$ cat config.mk
export PLATFORM = sky130hd
export DESIGN_NAME = warp_fetch_scheduler
export DESIGN_NICKNAME = d
export VERILOG_FILES = /design/src/rtl/fetch_pkg.sv /design/src/rtl/warp_fetch_scheduler_if.sv /design/src/rtl/rr_arbiter8.sv /design/src/rtl/warp_fetch_scheduler.sv
export SDC_FILE = /design/constraint.sdc
export NUM_CORES = 1
export LEC_CHECK = 0
export CAP_MARGIN = 20
export CORE_AREA = 2 2 263 265
export DETAILED_ROUTE_END_ITERATION = 6
export DIE_AREA = 0 0 265 267
export MAX_ROUTING_LAYER = met4
export PLACE_DENSITY_LB_ADDON = 0.1
export SLEW_MARGIN = 15
export SYNTH_ARGS = -nofsm -noshare
export SYNTH_HDL_FRONTEND = slang
export SYNTH_HIERARCHICAL = 1
export SYNTH_SLANG_ARGS = --single-unit
$ cat constraint.sdc
create_clock -name clk -period 16.08 [get_ports clk]
set_input_delay 2.412 -clock clk [delete_from_list [all_inputs] [get_ports clk]]
set_output_delay 2.412 -clock clk [all_outputs]
set_load 0.01 [all_outputs]
$ cat src/rtl/fetch_pkg.sv
// Shared constants and types for the warp fetch scheduler.
// The flat-target packing convention is defined once here, in flat_slice().
package fetch_pkg;

   localparam int NUM_WARPS = 8;
   localparam int PC_W      = 32;
   localparam int WARP_ID_W = 3;
   localparam logic [PC_W-1:0] PC_INCR = 32'd4;

   typedef logic [PC_W-1:0]      pc_t;
   typedef logic [NUM_WARPS-1:0] warp_mask_t;
   typedef logic [WARP_ID_W-1:0] warp_id_t;

   // Warp w occupies bits [PC_W*w + PC_W-1 : PC_W*w] of a flat target bus.
   function automatic pc_t flat_slice(input logic [NUM_WARPS*PC_W-1:0] flat,
                                      input warp_id_t w);
      return flat[int'(w)*PC_W +: PC_W];
   endfunction

endpackage

$ cat src/rtl/warp_fetch_scheduler_if.sv
// Request/grant bundle between the fetch scheduler (master) and its
// round-robin arbiter (slave).
interface warp_fetch_scheduler_if;
   import fetch_pkg::*;

   warp_mask_t req;
   warp_id_t   ptr;
   warp_mask_t grant;
   warp_id_t   grant_id;
   logic       grant_valid;

   modport master (output req, ptr, input grant, grant_id, grant_valid);
   modport slave  (input req, ptr, output grant, grant_id, grant_valid);

endinterface

$ cat src/rtl/rr_arbiter8.sv
// Combinational 8-way round-robin arbiter: grants the first requester found
// scanning ptr, ptr+1, ... with wrap-around.
module rr_arbiter8
   import fetch_pkg::*;
(
   warp_fetch_scheduler_if.slave arb
);

   warp_mask_t grant;
   warp_id_t   grant_id;
   logic       grant_valid;
   warp_id_t   idx;

   always_comb begin
      // NOTE: every output gets a default before the loop so no path leaves it unassigned (no latch).
      grant       = '0;
      grant_id    = '0;
      grant_valid = 1'b0;
      idx         = '0;
      for (int i = 0; i < 8; i++) begin
         idx = arb.ptr + warp_id_t'(i);
         if (!grant_valid && arb.req[idx]) begin
            grant_valid = 1'b1;
            grant_id    = idx;
            grant[idx]  = 1'b1;
         end
      end
   end

   assign arb.grant       = grant;
   assign arb.grant_id    = grant_id;
   assign arb.grant_valid = grant_valid;

endmodule

$ cat src/rtl/warp_fetch_scheduler.sv
// Per-warp PC/active tracking with round-robin fetch issue; the grant made in
// one cycle is presented on the fetch outputs, registered, in the next.
module warp_fetch_scheduler #(
   parameter int NUM_WARPS = fetch_pkg::NUM_WARPS,
   parameter int PC_W      = fetch_pkg::PC_W
) (
   input  logic                      clk,
   input  logic                      rst,
   input  logic [2:0]                WarpID_TM_PC,
   input  logic                      UpdatePC_TM_PC,
   input  logic [PC_W-1:0]           StartingPC_TM_PC,
   input  logic [NUM_WARPS-1:0]      UpdatePC_Qual1_SIMT_PC,
   input  logic [NUM_WARPS*PC_W-1:0] TargetAddr_ALU_PC_Flat,
   input  logic [NUM_WARPS-1:0]      UpdatePC_Qual2_SIMT_PC,
   input  logic [NUM_WARPS*PC_W-1:0] TargetAddr_SIMT_PC_Flat,
   input  logic [NUM_WARPS-1:0]      Stall_SIMT_PC,
   input  logic [NUM_WARPS-1:0]      Req_IB_PC,
   input  logic [NUM_WARPS-1:0]      Exit_IB_PC,
   output logic [PC_W-1:0]           PC_IF_ICache,
   output logic [NUM_WARPS-1:0]      Valid_IF_IB,
   output logic [2:0]                WarpID_IF_IB,
   output logic [PC_W-1:0]           PCplus4_IF_ID,
   output logic [NUM_WARPS-1:0]      Active_PC
);
   import fetch_pkg::*;

   localparam logic [PC_W-1:0] INCR = PC_W'(PC_INCR);

   logic [PC_W-1:0]      pc_q [NUM_WARPS];
   logic [PC_W-1:0]      pc_d [NUM_WARPS];
   logic [NUM_WARPS-1:0] active_q, active_d;
   warp_id_t             ptr_q, ptr_d;
   logic [NUM_WARPS-1:0] valid_q, valid_d;
   warp_id_t             wid_q, wid_d;
   logic [PC_W-1:0]      fetch_pc_q, fetch_pc_d;
   logic [PC_W-1:0]      pcp4_q, pcp4_d;

   logic [NUM_WARPS-1:0] launch, any_update, eligible;

   warp_fetch_scheduler_if arb_bus ();

   rr_arbiter8 u_arb (.arb(arb_bus.slave));

   // A warp whose PC or liveness changes this cycle must not fetch with a stale PC.
   always_comb begin
      launch = '0;
      if (UpdatePC_TM_PC) launch[WarpID_TM_PC] = 1'b1;
      any_update = launch | UpdatePC_Qual1_SIMT_PC | UpdatePC_Qual2_SIMT_PC | Exit_IB_PC;
      eligible   = active_q & Req_IB_PC & ~Stall_SIMT_PC & ~any_update;
   end

   assign arb_bus.req = eligible;
   assign arb_bus.ptr = ptr_q;

   always_comb begin
      for (int w = 0; w < NUM_WARPS; w++) begin
         pc_d[w] = pc_q[w];
         if (launch[w])
            pc_d[w] = StartingPC_TM_PC;
         else if (UpdatePC_Qual2_SIMT_PC[w])
            pc_d[w] = flat_slice(TargetAddr_SIMT_PC_Flat, warp_id_t'(w));
         else if (UpdatePC_Qual1_SIMT_PC[w])
            pc_d[w] = flat_slice(TargetAddr_ALU_PC_Flat, warp_id_t'(w));
         else if (arb_bus.grant[w])
            pc_d[w] = pc_q[w] + INCR;
      end

      active_d   = launch | (active_q & ~Exit_IB_PC);
      ptr_d      = ptr_q;
      valid_d    = '0;
      wid_d      = wid_q;
      fetch_pc_d = fetch_pc_q;
      pcp4_d     = pcp4_q;
      if (arb_bus.grant_valid) begin
         ptr_d      = arb_bus.grant_id + warp_id_t'(1);
         valid_d    = arb_bus.grant;
         wid_d      = arb_bus.grant_id;
         fetch_pc_d = pc_q[arb_bus.grant_id];
         pcp4_d     = pc_q[arb_bus.grant_id] + INCR;
      end
   end

   // NOTE: sequential state uses non-blocking assignment so every register samples pre-edge values.
   always_ff @(posedge clk) begin
      if (rst) begin
         // NOTE: the PC file is a small register array, reset explicitly so fetch addresses are defined.
         for (int w = 0; w < NUM_WARPS; w++) pc_q[w] <= '0;
         active_q   <= '0;
         ptr_q      <= '0;
         valid_q    <= '0;
         wid_q      <= '0;
         fetch_pc_q <= '0;
         pcp4_q     <= INCR;
      end else begin
         for (int w = 0; w < NUM_WARPS; w++) pc_q[w] <= pc_d[w];
         active_q   <= active_d;
         ptr_q      <= ptr_d;
         valid_q    <= valid_d;
         wid_q      <= wid_d;
         fetch_pc_q <= fetch_pc_d;
         pcp4_q     <= pcp4_d;
      end
   end

   assign PC_IF_ICache  = fetch_pc_q;
   assign Valid_IF_IB   = valid_q;
   assign WarpID_IF_IB  = wid_q;
   assign PCplus4_IF_ID = pcp4_q;
   assign Active_PC     = active_q;

endmodule

==> results.json, run 1 <==
{
  "path_clk_slew_ps": 60,
  "hp-class": "reg2reg",
  "dp_worst_setup_slack_ps": 5920,
  "final.min_clock_period_ps": 9860,
  "cts.sinks": 340,
  "violations_in_the_final_reports": "design-rule violations",
  "post_synth.cell_area_avg_sq_um": 7.72,
  "routability_congestion": 1.08,
  "gr-usage-all-layers_pct": 41.4,
  "cp-startpoint": "WarpID_TM_PC[1]",
  "final_net_count": 4538,
  "worstSkewPairLatency_ps": 600,
  "synth-edff-count": 0,
  "fill_cells": 6653,
  "firstDrtPassIters": 7,
  "root_buffer_selected_by_cts": "sky130_fd_sc_hd__clkbuf_16",
  "critical_path_peak_fanout": 72,
  "outcome": "finished with violations",
  "yosysTopAreaCell": "sky130_fd_sc_hd__dfxtp_1",
  "report.final.setup_viol": 0,
  "synth.yosys.seq_area_share_pct": 25.6,
  "cp_data_required_time_ps": 16590,
  "cellPowerDensity_mw_per_mm2": 78.7,
  "drcViolationCount": 4,
  "h-tree-depth": 2,
  "post_cts_buffers": 0,
  "crit_chain": "clkdlybuf4s50_1 > or4b_2 > buf_4 > nand2_1 > nor4b_2 > mux2i_1 > mux4_2 > or2_2 > o221ai_1 > o21ai_1 > o211ai_1 > buf_4 > buf_4 > mux4_2 > mux2i_1 > nand4bb_1 > or4_4 > nor4b_1 > xor2_1 > a211oi_1",
  "critical_path.slowest_cell": "sky130_fd_sc_hd__nor4b_2",
  "synth_area_sq_mm": 0.0265,
  "first_global_vias": 28904,
  "postSynth.asyncResetShare_pct": 0,
  "worst_slew_margin_rel_pct": 12.6,
  "drive_gt1_share_pct": 6.84,
  "synth-seq-cells": 340,
  "worst_ir_drop_vdd_v": 0.0000633,
  "grt_max_degree": 117,
  "fin_skew_ps": 30.7,
  "initial_core_util_pct": 39.0,
  "vias": 31504,
  "finalHoldViolations": 0,
  "r2r_start": "Active_PC[6]",
  "timing_max_transition_violations_final": 0,
  "remaining_global_route_overflow": 0,
  "min-delay-start": "PC_IF_ICache[15]",
  "post-synth-top-area-fraction_pct": 25.6,
  "floorplan_die_height_um": 267,
  "route.detailed.wl_per_inst_um": 30.6,
  "power.static_leakage_nw": 12.4,
  "critPathKind": "in2reg",
  "yosys-top-cells-area": "sky130_fd_sc_hd__dfxtp_1 26%, sky130_fd_sc_hd__mux2i_1 7.1%, sky130_fd_sc_hd__nand2_1 5.9%, sky130_fd_sc_hd__a21oi_1 5.6%, sky130_fd_sc_hd__o211ai_1 4.5%",
  "std_cell_rows": 96,
  "timing.critical_path.slowest_cell_delay_ps": 900,
  "cts_made_buffers": 41,
  "end_kind": "register",
  "timing_worst_slew_pin_value_ps": 1310,
  "post-place-cells": 4766,
  "stdcell_count": 4868,
  "detail_route.wirelength_mm": 149,
  "rsz_0062_raised_after_global_routing": "false",
  "drtIter0Drc": 4532,
  "hpwlAfterDp_mm": 113,
  "final_core_util_pct": 52.0,
  "buffer_ports.inserted": 672,
  "cts-resized-gates": 0,
  "clk_path_buf_depth": 3,
  "post_layout_worst_setup_margin_ps": 6220,
  "grt_first_pass_wirelength_mm": 207,
  "number_of_cells_produced_by_synthesis": 3440,
  "cp_common_cell": "sky130_fd_sc_hd__buf_4",
  "design.die.area_sq_mm": 0.0708,
  "worst_hold_slack_ps": 472,
  "postCtsHoldBufs": 0,
  "chipWidth_um": 265,
  "core-area_sq_mm": 0.0680,
  "synth_warn": 6,
  "fin_setup_tns_ps": 0,
  "synth.net_count": 4046,
  "crit_arrival_ps": 10370,
  "vias_per_cell": 6.47,
  "detail-route-antenna-nets": 0,
  "netlist-cell-type-count": 99,
  "floorplan.io_pins": 673,
  "antenna_violations_before_repair": 22,
  "timing.critical_path.from_type": "primary input",
  "clock.fmax_mhz": 101,
  "finalCritPeriodShare_pct": 61.3,
  "dominantRegCellSynth": "sky130_fd_sc_hd__dfxtp_1",
  "cts_tree": "done",
  "drv_cap": 0,
  "syn2layout_area_growth_pct": 33.1
}
## cell usage in the layout (no fill, tap or decap), types with 12 or more instances in the layout
cell	Yosys	final
sky130_fd_sc_hd__a221oi_1	30	30
sky130_fd_sc_hd__dfxtp_1	340	340
sky130_fd_sc_hd__mux2_2	27	27
sky130_fd_sc_hd__nor2b_1	18	18
sky130_fd_sc_hd__o21ai_0	158	158
sky130_fd_sc_hd__a31oi_1	29	28
sky130_fd_sc_hd__nor2_1	289	289
sky130_fd_sc_hd__and4_1	20	20
sky130_fd_sc_hd__or3_1	17	17
sky130_fd_sc_hd__a21oi_1	295	295
sky130_fd_sc_hd__xor2_1	93	93
sky130_fd_sc_hd__o211ai_1	158	158
sky130_fd_sc_hd__bufinv_16	0	12
sky130_fd_sc_hd__clkdlybuf4s50_1	0	665
sky130_fd_sc_hd__nand2b_1	34	34
sky130_fd_sc_hd__and2_1	17	17
sky130_fd_sc_hd__mux4_1	12	12
sky130_fd_sc_hd__nor3_1	82	80
sky130_fd_sc_hd__mux4_2	44	44
sky130_fd_sc_hd__diode_2	0	23
sky130_fd_sc_hd__nand2_1	418	418
sky130_fd_sc_hd__xnor2_1	127	127
sky130_fd_sc_hd__nor4_1	38	36
sky130_fd_sc_hd__ha_1	16	16
sky130_fd_sc_hd__inv_1	56	56
sky130_fd_sc_hd__buf_4	5	69
sky130_fd_sc_hd__a211oi_1	51	51
sky130_fd_sc_hd__o22ai_1	29	29
sky130_fd_sc_hd__o21a_1	14	14
sky130_fd_sc_hd__and3_1	67	67
sky130_fd_sc_hd__o221ai_1	67	67
sky130_fd_sc_hd__a22oi_1	47	47
sky130_fd_sc_hd__nand4_1	54	54
sky130_fd_sc_hd__clkbuf_16	0	41
sky130_fd_sc_hd__a2111oi_0	17	17
sky130_fd_sc_hd__mux2i_1	187	187
sky130_fd_sc_hd__nand3_1	113	112
## worst paths after layout
check,end,slack (ps),depth (start not counted)
max,PCplus4_IF_ID[21],6220,20
min,PC_IF_ICache[15],470,2
max reg2reg,PCplus4_IF_ID[21],9090,18
min reg2reg,PC_IF_ICache[15],470,2
## synthesized netlist by cell type, types with 18 or more instances
cell type / number
sky130_fd_sc_hd__a211oi_1: 51
sky130_fd_sc_hd__xor2_1: 93
sky130_fd_sc_hd__mux2i_1: 187
sky130_fd_sc_hd__mux4_2: 44
sky130_fd_sc_hd__buf_1: 33
sky130_fd_sc_hd__nand2b_1: 34
sky130_fd_sc_hd__nand4_1: 54
sky130_fd_sc_hd__nand2_1: 418
sky130_fd_sc_hd__inv_1: 56
sky130_fd_sc_hd__clkbuf_1: 232
sky130_fd_sc_hd__nand3_1: 113
sky130_fd_sc_hd__o221ai_1: 67
sky130_fd_sc_hd__xnor2_1: 127
sky130_fd_sc_hd__o21ai_0: 158
sky130_fd_sc_hd__nor3_1: 82
sky130_fd_sc_hd__a21oi_1: 295
sky130_fd_sc_hd__nor2_1: 289
sky130_fd_sc_hd__nor2b_1: 18
sky130_fd_sc_hd__o22ai_1: 29
sky130_fd_sc_hd__a31oi_1: 29
sky130_fd_sc_hd__mux2_2: 27
sky130_fd_sc_hd__dfxtp_1: 340
sky130_fd_sc_hd__nor4_1: 38
sky130_fd_sc_hd__and4_1: 20
sky130_fd_sc_hd__a22oi_1: 47
sky130_fd_sc_hd__and3_1: 67
sky130_fd_sc_hd__o211ai_1: 158
sky130_fd_sc_hd__a221oi_1: 30
## where the power goes
part           internal [mW]  switching [mW]  leakage [nW]
combinational          0.294           0.319          8.89
sequential             0.900           0.159          2.80
clock                  0.682           0.426         0.748
## worst max-delay path: cells and delay by family
family / cells / cell delay (ps)
compound gates: 4 / 690
xor+xnor: 1 / 120
mux: 4 / 1540
simple gates: 7 / 3130
buf+inv: 4 / 2340
## final cells by class
cell class	instances	area, sq um	area share (%)
diodes	23	57.6	0.163
clock buffers	51	1100	3.12
clock inverters	23	439	1.24
inverters	62	234	0.662
multi-input cells	2741	18300	51.8
flip-flops and latches	340	6810	19.3
well taps	882	1100	3.12
repair buffers	746	7290	20.6
## metrics by stage
stage	cell area (sq um)	power (mW)
floorplan	26500	1.29
global placement	33700	1.66
detailed placement	33700	1.66
CTS	35200	2.74
global route	35300	2.83
finish	35300	2.78
## state kept, by name (all words and copies together), names as in the netlist
signal / flops
PCplus4_IF_ID: 30
pc_q: 256
PC_IF_ICache: 32
Valid_IF_IB: 8
WarpID_IF_IB: 3
arb_bus.ptr: 3
Active_PC: 8
## layer usage
layer | part of all wire [%] | global-route usage [%]
met3 | 12 | 10.4
met5 | 0 | -
met4 | 6.2 | 22.7
met2 | 43 | 61.3
met1 | 39 | 51.5
## cells by family after synthesis
family	share of synthesized area, %
AO/OA/AOI/OAI	24.7
XOR/XNOR	7.32
adder cells (fa/ha/maj)	0.754
buffers and inverters	5.80
flip-flops	25.6
multiplexers	13.2
AND/OR/NAND/NOR	22.5
(Power assumes the default switching activity.)
==> inputs of run 2 (changes only) <==
--- a/config.mk
+++ b/config.mk
@@ -6,9 +6,9 @@
 export NUM_CORES = 1
 export LEC_CHECK = 0
 export CAP_MARGIN = 20
-export CORE_AREA = 2 2 263 265
+export CORE_AREA = 2 2 258 260
 export DETAILED_ROUTE_END_ITERATION = 6
-export DIE_AREA = 0 0 265 267
+export DIE_AREA = 0 0 260 262
 export MAX_ROUTING_LAYER = met4
 export PLACE_DENSITY_LB_ADDON = 0.1
 export SLEW_MARGIN = 15
==> constraint.sdc (replaced) <==
create_clock -name clk -period 8.7 [get_ports clk]
set_input_delay 1.305 -clock clk [delete_from_list [all_inputs] [get_ports clk]]
set_output_delay 1.305 -clock clk [all_outputs]
set_load 0.01 [all_outputs]
==> run 2 against run 1 <==
The run now ends clean. Critical endpoint is now PCplus4_IF_ID[25]. Sequential power is 85% higher. Count of clock-buffer cells in the layout is 10 higher. First-iteration DRC count up 6.2%. Critical path depth did not move. Largest power group unchanged.
==> results.json, run 2 (synthesis gave the netlist of run 1 again) <==
{
  "most-common-layout-cells": "665 x sky130_fd_sc_hd__clkdlybuf4s50_1, 418 x sky130_fd_sc_hd__nand2_1, 340 x sky130_fd_sc_hd__dfxtp_1",
  "critical_path_peak_fanout": 41,
  "floorplan_die_height_um": 262,
  "final_net_count": 4559,
  "drtIter0Drc": 4813,
  "first_global_vias": 28531,
  "core-area_sq_mm": 0.0653,
  "gr-usage-all-layers_pct": 43.8,
  "worstSkewPairLatency_ps": 590,
  "route.detailed.wl_per_inst_um": 31.1,
  "report.final.setup_viol": 0,
  "worst_slew_margin_rel_pct": 14.2,
  "postCtsHoldBufs": 0,
  "grt_first_pass_wirelength_mm": 209,
  "initial_core_util_pct": 40.7,
  "worst_ir_drop_vdd_v": 0.000130,
  "cts.sinks": 340,
  "fill_cells": 6336,
  "remaining_global_route_overflow": 0,
  "cts_made_buffers": 44,
  "registers.top_by_ff_count": "pc_q",
  "timing_worst_slew_pin_value_ps": 1280,
  "design.die.area_sq_mm": 0.0681,
  "finalCritPeriodShare_pct": 90.1,
  "final.min_clock_period_ps": 7840,
  "firstDrtPassIters": 5,
  "cts-resized-gates": 0,
  "post-place-cells": 4770,
  "buffer_ports.inserted": 672,
  "vias": 31389,
  "crit_chain": "clkdlybuf4s50_1 > nor2b_1 > nand2_1 > nand2_1 > nor4b_1 > mux2i_1 > mux4_2 > or2_2 > o221ai_1 > o21ai_1 > o211ai_1 > buf_12 > buf_4 > mux4_2 > mux2i_1 > nor4_4 > nand4_2 > nor3_2 > nor2_1 > a2111oi_2",
  "mostFrequentLayoutCell": "sky130_fd_sc_hd__clkdlybuf4s50_1",
  "crit_arrival_ps": 8310,
  "end_kind": "register",
  "path_clk_slew_ps": 60,
  "cp_data_required_time_ps": 9170,
  "detail-route-antenna-nets": 0,
  "fin_setup_tns_ps": 0,
  "largest_reg_flops": 256,
  "h-tree-depth": 2,
  "timing.critical_path.slowest_cell_delay_ps": 930,
  "outcome": "finished, final reports clean",
  "floorplan.io_pins": 673,
  "worst_hold_slack_ps": 482,
  "drcViolationCount": 0,
  "vias_per_cell": 6.45,
  "syn2layout_area_growth_pct": 33.3,
  "clock.fmax_mhz": 128,
  "grt_max_degree": 76,
  "timing.critical_path.from_type": "primary input",
  "power.static_leakage_nw": 12.5,
  "drive_gt1_share_pct": 7.21,
  "hpwlAfterDp_mm": 115,
  "stdcell_count": 4866,
  "root_buffer_selected_by_cts": "sky130_fd_sc_hd__clkbuf_16",
  "clk_path_buf_depth": 3,
  "fin_skew_ps": 19.6,
  "critical_path.slowest_cell": "sky130_fd_sc_hd__nor4b_1",
  "drv_cap": 0,
  "cellPowerDensity_mw_per_mm2": 143,
  "hp-class": "reg2reg",
  "detail_route.wirelength_mm": 151,
  "std_cell_rows": 94,
  "timing_max_transition_violations_final": 0,
  "routability_congestion": 1.09,
  "finalHoldViolations": 0,
  "antenna_violations_before_repair": 33,
  "chipWidth_um": 260,
  "critPathKind": "in2reg",
  "cts_tree": "done",
  "rsz_0062_raised_after_global_routing": "false",
  "post_cts_buffers": 0
}
[run 2: final cells by class]
cell class / instances / area (sq um) / share of cell area [%]
Antenna cell: 20 / 50.0 / 0.141
Clock inverter: 14 / 228 / 0.644
Timing Repair Buffer: 764 / 7420 / 21.0
Clock buffer: 61 / 1280 / 3.61
Sequential cell: 340 / 6810 / 19.2
Multi-Input combinational cell: 2741 / 18300 / 51.7
Inverter: 62 / 234 / 0.661
Tap cell: 864 / 1080 / 3.06
[run 2: per-layer routing]
| metal | wire length (um) | GRT usage (%) | part of all wire [%] |
|---|---|---|---|
| met1 | 59800 | 57.1 | 40 |
| met3 | 19200 | 11.8 | 13 |
| met2 | 64100 | 62.2 | 42 |
| met5 | 0 | - | 0 |
| met4 | 8200 | 21.2 | 5.4 |
[run 2: worst max-delay path, delay by kind of cell]
family / cells / cell delay (ps)
AOI/OAI and AO/OA: 4 / 1060
and+or+nand+nor: 9 / 2930
muxes: 4 / 1470
buffers and inverters: 3 / 1490
[run 2: through the flow]
stage               util [%]  area (sq um)  setup WS [ps]  power, mW
CTS                     54.1         35300            981       5.01
global placement        51.8         33800            590       3.07
floorplan                  -         26500           2100       2.38
finish                  54.2         35400            860       5.07
detailed placement      51.8         33800            384       3.07
global route            54.2         35400            521       5.18
[run 2: final timing paths]
kind	startpoint	to	slack (ps)	cells after the start
worst max-delay path	WarpID_TM_PC[1]	PCplus4_IF_ID[25]	860	20
worst min-delay path	PC_IF_ICache[3]	PC_IF_ICache[3]	480	2
worst max register to register	arb_bus.ptr[1]	PCplus4_IF_ID[25]	2170	16
worst min register to register	PC_IF_ICache[3]	PC_IF_ICache[3]	480	2
[run 2: report_power, final]
part / internal, mW / switching [mW] / total (mW)
Combinational: 0.547 / 0.593 / 1.14
Clock: 1.19 / 0.774 / 1.97
Sequential: 1.66 / 0.294 / 1.96
Total: 3.41 / 1.66 / 5.07
